===== config.mk =====
export PLATFORM = sky130hd
export DESIGN_NAME = fir_output_monitor_flat
export DESIGN_NICKNAME = d
export VERILOG_FILES = /design/src/rtl/fir_output_monitor_if.sv /design/src/rtl/fir_output_monitor.sv /design/src/flat_wrapper.sv
export SDC_FILE = /design/constraint.sdc
export NUM_CORES = 1
export LEC_CHECK = 0
export CAP_MARGIN = 25
export CORE_UTILIZATION = 45
export CTS_CLUSTER_SIZE = 8
export DETAILED_ROUTE_END_ITERATION = 8
export PLACE_DENSITY = 0.69
export SYNTH_ARGS = -nofsm -noshare
export SYNTH_HDL_FRONTEND = slang
export SYNTH_SLANG_ARGS = --single-unit

===== constraint.sdc =====
create_clock -name clk -period 3.5 [get_ports clk]
set_input_delay 0.7 -clock clk [delete_from_list [all_inputs] [get_ports clk]]
set_output_delay 0.7 -clock clk [all_outputs]
set_load 0.01 [all_outputs]

===== src/rtl/fir_output_monitor_if.sv =====
// Sample stream in and frame statistics out for the FIR output monitor.
// master: the side that produces FIR samples and reads the statistics.
// slave : the monitor itself.
interface fir_output_monitor_if #(
    parameter int unsigned ACC_W = 24
);
    logic                en;
    logic signed [15:0]  Yn;
    logic                frame_valid;
    logic signed [15:0]  y_max;
    logic signed [15:0]  y_min;
    logic [ACC_W-1:0]    abs_sum;
    logic [7:0]          zero_cross;
    logic [15:0]         frame_cnt;
    logic                filling;

    modport master (
        output en, Yn,
        input  frame_valid, y_max, y_min, abs_sum, zero_cross, frame_cnt, filling
    );

    modport slave (
        input  en, Yn,
        output frame_valid, y_max, y_min, abs_sum, zero_cross, frame_cnt, filling
    );
endinterface


===== src/rtl/fir_output_monitor.sv =====
// Reduces the signed 16-bit FIR output stream to per-frame max, min,
// sum of absolute values and zero-crossing count. After reset the first
// LATENCY accepted samples (pipeline fill) are dropped.
module fir_output_monitor #(
    parameter int unsigned FRAME_LEN = 177,
    parameter int unsigned LATENCY   = 8,
    parameter int unsigned ACC_W     = 24
) (
    input  logic                 clk,
    input  logic                 RstN,
    fir_output_monitor_if.slave  mon
);

    localparam int unsigned FILL_W    = (LATENCY > 1) ? $clog2(LATENCY) : 1;
    localparam int unsigned FILL_LAST = (LATENCY > 0) ? LATENCY - 1 : 0;
    localparam int unsigned IDX_W     = $clog2(FRAME_LEN);
    localparam int unsigned IDX_LAST  = FRAME_LEN - 1;

    typedef enum logic {
        S_FILL,
        S_RUN
    } state_t;

    localparam state_t ST_RESET = (LATENCY > 0) ? S_FILL : S_RUN;

    state_t              r_state;
    state_t              w_state_nxt;
    logic                w_filling;

    logic [FILL_W-1:0]   r_fill_cnt;
    logic [IDX_W-1:0]    r_idx;
    logic signed [15:0]  r_run_max;
    logic signed [15:0]  r_run_min;
    logic [ACC_W-1:0]    r_run_sum;
    logic [7:0]          r_run_zc;
    logic                r_prev_sign;

    logic                r_frame_valid;
    logic signed [15:0]  r_y_max;
    logic signed [15:0]  r_y_min;
    logic [ACC_W-1:0]    r_abs_sum;
    logic [7:0]          r_zero_cross;
    logic [15:0]         r_frame_cnt;

    logic                w_accept;
    logic                w_first;
    logic                w_last;
    logic [16:0]         w_yn_ext;
    logic [16:0]         w_abs;
    logic signed [15:0]  w_max_nxt;
    logic signed [15:0]  w_min_nxt;
    logic [ACC_W-1:0]    w_sum_nxt;
    logic [7:0]          w_zc_nxt;

    // State register
    always_ff @(posedge clk or negedge RstN) begin
        if (!RstN) begin
            r_state <= ST_RESET;
        end else begin
            r_state <= w_state_nxt;
        end
    end

    // Next state: leave FILL on the accepted sample that completes the fill
    always_comb begin
        w_state_nxt = r_state;
        w_filling   = 1'b0;
        case (r_state)
            S_FILL: begin
                w_filling = 1'b1;
                if (mon.en && (r_fill_cnt == FILL_W'(FILL_LAST))) begin
                    w_state_nxt = S_RUN;
                end
            end
            S_RUN:   w_state_nxt = S_RUN;
            default: w_state_nxt = ST_RESET;
        endcase
    end

    // Per-sample statistic updates; 17-bit magnitude keeps |-32768| exact
    always_comb begin
        w_accept  = mon.en && (r_state == S_RUN);
        w_first   = (r_idx == '0);
        w_last    = w_accept && (r_idx == IDX_W'(IDX_LAST));
        w_yn_ext  = {mon.Yn[15], mon.Yn};
        w_abs     = mon.Yn[15] ? (17'd0 - w_yn_ext) : w_yn_ext;
        w_max_nxt = (w_first || ($signed(mon.Yn) > $signed(r_run_max))) ? mon.Yn : r_run_max;
        w_min_nxt = (w_first || ($signed(mon.Yn) < $signed(r_run_min))) ? mon.Yn : r_run_min;
        w_sum_nxt = (w_first ? '0 : r_run_sum) + ACC_W'(w_abs);
        w_zc_nxt  = w_first ? '0 : r_run_zc + {7'd0, (mon.Yn[15] != r_prev_sign)};
    end

    // Fill counter, running accumulators and frame-close result registers
    always_ff @(posedge clk or negedge RstN) begin
        if (!RstN) begin
            r_fill_cnt    <= '0;
            r_idx         <= '0;
            r_run_max     <= '0;
            r_run_min     <= '0;
            r_run_sum     <= '0;
            r_run_zc      <= '0;
            r_prev_sign   <= 1'b0;
            r_frame_valid <= 1'b0;
            r_y_max       <= '0;
            r_y_min       <= '0;
            r_abs_sum     <= '0;
            r_zero_cross  <= '0;
            r_frame_cnt   <= '0;
        end else begin
            r_frame_valid <= 1'b0;
            if ((r_state == S_FILL) && mon.en) begin
                r_fill_cnt <= r_fill_cnt + 1'b1;
            end
            if (w_accept) begin
                r_run_max   <= w_max_nxt;
                r_run_min   <= w_min_nxt;
                r_run_sum   <= w_sum_nxt;
                r_run_zc    <= w_zc_nxt;
                r_prev_sign <= mon.Yn[15];
                r_idx       <= w_last ? '0 : r_idx + 1'b1;
            end
            if (w_last) begin
                r_frame_valid <= 1'b1;
                r_y_max       <= w_max_nxt;
                r_y_min       <= w_min_nxt;
                r_abs_sum     <= w_sum_nxt;
                r_zero_cross  <= w_zc_nxt;
                r_frame_cnt   <= r_frame_cnt + 1'b1;
            end
        end
    end

    assign mon.frame_valid = r_frame_valid;
    assign mon.y_max       = r_y_max;
    assign mon.y_min       = r_y_min;
    assign mon.abs_sum     = r_abs_sum;
    assign mon.zero_cross  = r_zero_cross;
    assign mon.frame_cnt   = r_frame_cnt;
    assign mon.filling     = w_filling;

endmodule


===== src/flat_wrapper.sv =====
// flat-port wrapper written by rule: the top's interface ports become plain ports
module fir_output_monitor_flat 
#(
    parameter int unsigned FRAME_LEN = 177,
    parameter int unsigned LATENCY   = 8,
    parameter int unsigned ACC_W     = 24
)
  (clk, RstN, mon_en, mon_Yn, mon_frame_valid, mon_y_max, mon_y_min, mon_abs_sum, mon_zero_cross, mon_frame_cnt, mon_filling);
  fir_output_monitor_if #(.ACC_W(ACC_W)) mon_i ();
  input  logic clk;
  input  logic RstN;
  input wire logic [$bits(mon_i.en)-1:0] mon_en;
  input wire logic [$bits(mon_i.Yn)-1:0] mon_Yn;
  output wire logic [$bits(mon_i.frame_valid)-1:0] mon_frame_valid;
  output wire logic [$bits(mon_i.y_max)-1:0] mon_y_max;
  output wire logic [$bits(mon_i.y_min)-1:0] mon_y_min;
  output wire logic [$bits(mon_i.abs_sum)-1:0] mon_abs_sum;
  output wire logic [$bits(mon_i.zero_cross)-1:0] mon_zero_cross;
  output wire logic [$bits(mon_i.frame_cnt)-1:0] mon_frame_cnt;
  output wire logic [$bits(mon_i.filling)-1:0] mon_filling;
  assign mon_i.en = mon_en;
  assign mon_i.Yn = mon_Yn;
  assign mon_frame_valid = mon_i.frame_valid;
  assign mon_y_max = mon_i.y_max;
  assign mon_y_min = mon_i.y_min;
  assign mon_abs_sum = mon_i.abs_sum;
  assign mon_zero_cross = mon_i.zero_cross;
  assign mon_frame_cnt = mon_i.frame_cnt;
  assign mon_filling = mon_i.filling;
  fir_output_monitor #(.FRAME_LEN(FRAME_LEN), .LATENCY(LATENCY), .ACC_W(ACC_W)) u_core (.clk(clk), .RstN(RstN), .mon(mon_i));
endmodule

==> results.md <==
* Outcome: completed
* Cts hold-fix bufs at 0
* Peak Freq at 295 MHz
* Crit share post-route at 96.8%
* Setup_tns at 0 ns
* R2R cell count at 14
* M1 WL at 10.7 mm
* Chip width at 142 um
* Clock power frac at 22.2%
* Pin count of the biggest net entering global routing at 69
* Ant diodes at 0
* Commonest non-fill, non-tap cell in the layout: dfrtp_1
* CTS tree: built
* Grt ovf at 0
* Sw Pwr at 3.13 mW
* Pwr/cell area at 710 mW/mm^2
* Routed WL at 21.5 mm
* Final ANT Viol Nets at 0
* RSZ-0062 raised after global routing: true
* Post-Synth XOR/XNOR Area at 6.28%
* Worst Skew at 0.00978 ns
* Root Driver: clkbuf_16
* Global placer's final weighted congestion at 0.892
* Std-Cell Rows at 50
* Mapped Avg Cell Area at 9.85 um^2
* Mapped Area at 0.00878 mm^2
* Fin nets at 1146
* Largest family of logic cells by synthesized area: simple AND/OR/NAND/NOR gates
* Post-route DRC at 0
* Vias per inst at 5.25
* Mux cell area share after synthesis at 8.87%
* Pleak at 5.57 nW
* Clk Latency, worst-skew pair at 0.44 ns
* Switch share at 38.2%
* DR WL met3 at 764 um
* Internal at 5.06 mW
* Fraction of layout cells with a size suffix above 1 at 20.3%
* Post-synth EDFFs at 0
* Worst R2R Setup Slack at 0.18 ns
* Compound-gate portion of the synthesized area at 12.9%
* Core area at 0.0189 mm^2
* Crit path DAT at 3.69 ns
* Min Tclk post-route at 3.39 ns
* Critical R2R Capture: u_core.mon.abs_sum[20]$_DFFE_PN0P_
* Mapped Nets at 968
* Final setup vio count at 0
* Yosys warnings at 0
* Global-route wire length before repair at 35.7 mm
* Leading register cell type out of synthesis: dfrtp_1
* Asr flop ratio synth at 100%
* Number of buffers added on ports at 100
* Sequential share of the synthesized area at 45.0%
* Vias at 7057
* Yosys reg bits at 158
* Initial antenna violation count at 0
* Reg clk slew, reported paths at 0.06 ns
* Final hold vios at 0
* Total CTS buffers at 17
* H-tree depth at 4
* Synth cell types at 64
* Slew margin rel. at 57.3%
* Least-Margin Pin Slew at 0.637 ns
* Area occupied by multi-input gates at 0.00471 mm^2
* Type of the worst setup path: input port to flop
* Hold WC Path Type: input port to asynchronous set/reset pin
* P&R area growth vs syn at 31.4%
* Pre-Repair DR Iteration Count at 5
* Worst Path Max Fanout at 16
* Chip Height at 142 um
* Simple-gate share of the synthesized area at 14.4%
* Vias in the first global route at 6989
* Max Cap Violations at 0
* Syn Inst Count at 892
* Die area at 0.0201 mm^2
* R2r startpoint: u_core.r_idx[0]$_DFFE_PN0P_
* Most frequent cells in the layout: dfrtp_1 (158), nand2_1 (125), buf_4 (92)
* Routed WL per cell at 16.0 um
* FF/Latch Area at 0.00395 mm^2
* Seq pwr share at 30.4%
* Initial DRC Count at 372
* Total power at 8.19 mW
* Max clock buf depth at 2
* Fillcell total at 1589
* Combinational share of power at 47.4%
* Starting Density at 46.5%
* CTS sink cnt at 158
* HPWL Detailed at 15.4 mm
* Final Max Slew Viols at 0
* Max VDD drop at 431 uV
* DR WL met2 at 9.74 mm
* Post-Synth Adder-Cell Area at 8.20%
* Total GRT Usage at 22.7%
* Min Hold Slack at 0.234 ns
* Crit. End Element: flop
* WP data required at 3.80 ns
* Setup crit start kind: input port
* Max layer used: met4
* IO Count at 101
==> cells by family after synthesis <==
family | after synthesis
other | 1
adders and majority gates | 57
AOI/OAI and AO/OA | 185
and+or+nand+nor | 276
xor gates and xnor gates | 63
muxes | 67
DFF | 158
buffers and inverters | 85
==> state kept, by name (all words and copies together), names as in the netlist, 8 cells and up <==
register / flops
u_core.r_idx: 8
u_core.mon.y_min: 16
u_core.r_run_sum: 24
u_core.mon.frame_cnt: 16
u_core.mon.y_max: 16
u_core.mon.abs_sum: 24
u_core.r_run_max: 16
u_core.r_run_min: 16
u_core.r_run_zc: 8
u_core.mon.zero_cross: 8
==> synthesized netlist by cell type, types with 4 or more instances <==
cell	count	area [um^2]
and4_1	4	35.0
xnor2_1	40	350
and3_1	10	62.6
mux2_2	15	169
a21oi_1	55	275
inv_1	44	165
clkbuf_1	33	124
nor3_1	8	40.0
and2_1	22	138
a211oi_1	4	30.0
xor2_1	23	201
o21ai_0	67	335
nor2_1	57	214
mux2i_1	34	340
a31oi_1	4	25.0
mux2_4	18	270
nand2b_1	4	25.0
ha_1	56	701
dfrtp_1	158	3950
nand2_1	130	488
nand4_1	10	62.6
nand3_1	16	80.1
nor2b_1	4	25.0
o31ai_1	8	60.1
a21o_1	12	90.1
==> per-layer routing <==
layer,vias to the layer above,GRT usage (%)
li1,3439,-
met1,3435,32.6
met2,156,35.1
met3,27,3.81
met4,0,7.19
met5,-,0
==> worst max path at each step <==
| stage | startpoint | to | slack, ns | cells past startpoint |
|---|---|---|---|---|
| 2_1_floorplan | mon_Yn[1] | u_core.r_run_sum[23]$_DFFE_PN0P_ | 0.003 | 15 |
| 3_5_place_dp | mon_Yn[1] | u_core.mon.abs_sum[17]$_DFFE_PN0P_ | -0.78 | 17 |
| 5_1_grt | u_core.r_idx[0]$_DFFE_PN0P_ | u_core.mon.abs_sum[20]$_DFFE_PN0P_ | 0.0003 | 14 |
| 4_1_cts | mon_Yn[9] | u_core.mon.y_min[4]$_DFFE_PN0P_ | 0.006 | 12 |
| 6_report | mon_Yn[15] | u_core.mon.y_min[4]$_DFFE_PN0P_ | 0.11 | 11 |
| 3_3_place_gp | mon_Yn[1] | u_core.mon.abs_sum[17]$_DFFE_PN0P_ | -0.67 | 17 |
==> power groups by stage <==
stage               combinational (mW)  sequential [mW]  clock (mW)
floorplan                         2.50             2.43           0
global placement                  3.52             2.49           0
detailed placement                3.57             2.51           0
CTS                               3.69             2.48        1.86
global route                      4.23             2.54        1.94
finish                            3.88             2.49        1.82
==> cell type report <==
cell class                      instances  area share (%)
Sequential cell                       158            34.2
Tap cell                              260            2.82
Inverter                               44            1.47
Clock inverter                         15            1.26
Timing Repair Buffer                  200            15.8
Clock buffer                           17            3.68
Multi-Input combinational cell        649            40.8
==> timing repair <==
item	CTS	global route
resized for setup	38	44
setup buffers	5	4
endpoints found under the hold margin	0	0
pin swaps	26	31
endpoints found under the setup margin	30	47
==> stage by stage <==
step	util, %	setup slack, ns	cells	cell area [um^2]
after floorplan	-	0.00307	892	8820
after global placement	56.5	-0.668	1302	10700
after detailed placement	56.5	-0.776	1302	10700
after CTS	60.2	0.00552	1339	11400
after global routing	61.1	0.000334	1343	11500
final	61.1	0.114	1343	11500
==> critical path, cell delays in order <==
cell and delay, ns:
clkdlybuf4s50_1 0.50, ha_1 0.35, and4_1 0.26, o311ai_0 0.18
o41ai_2 0.33, a2111oi_1 0.10, buf_4 0.16, a211oi_4 0.35
buf_6 0.29, mux2i_1 0.34, a21oi_1 0.12
No activity file was read; power rests on OpenSTA's default activity.
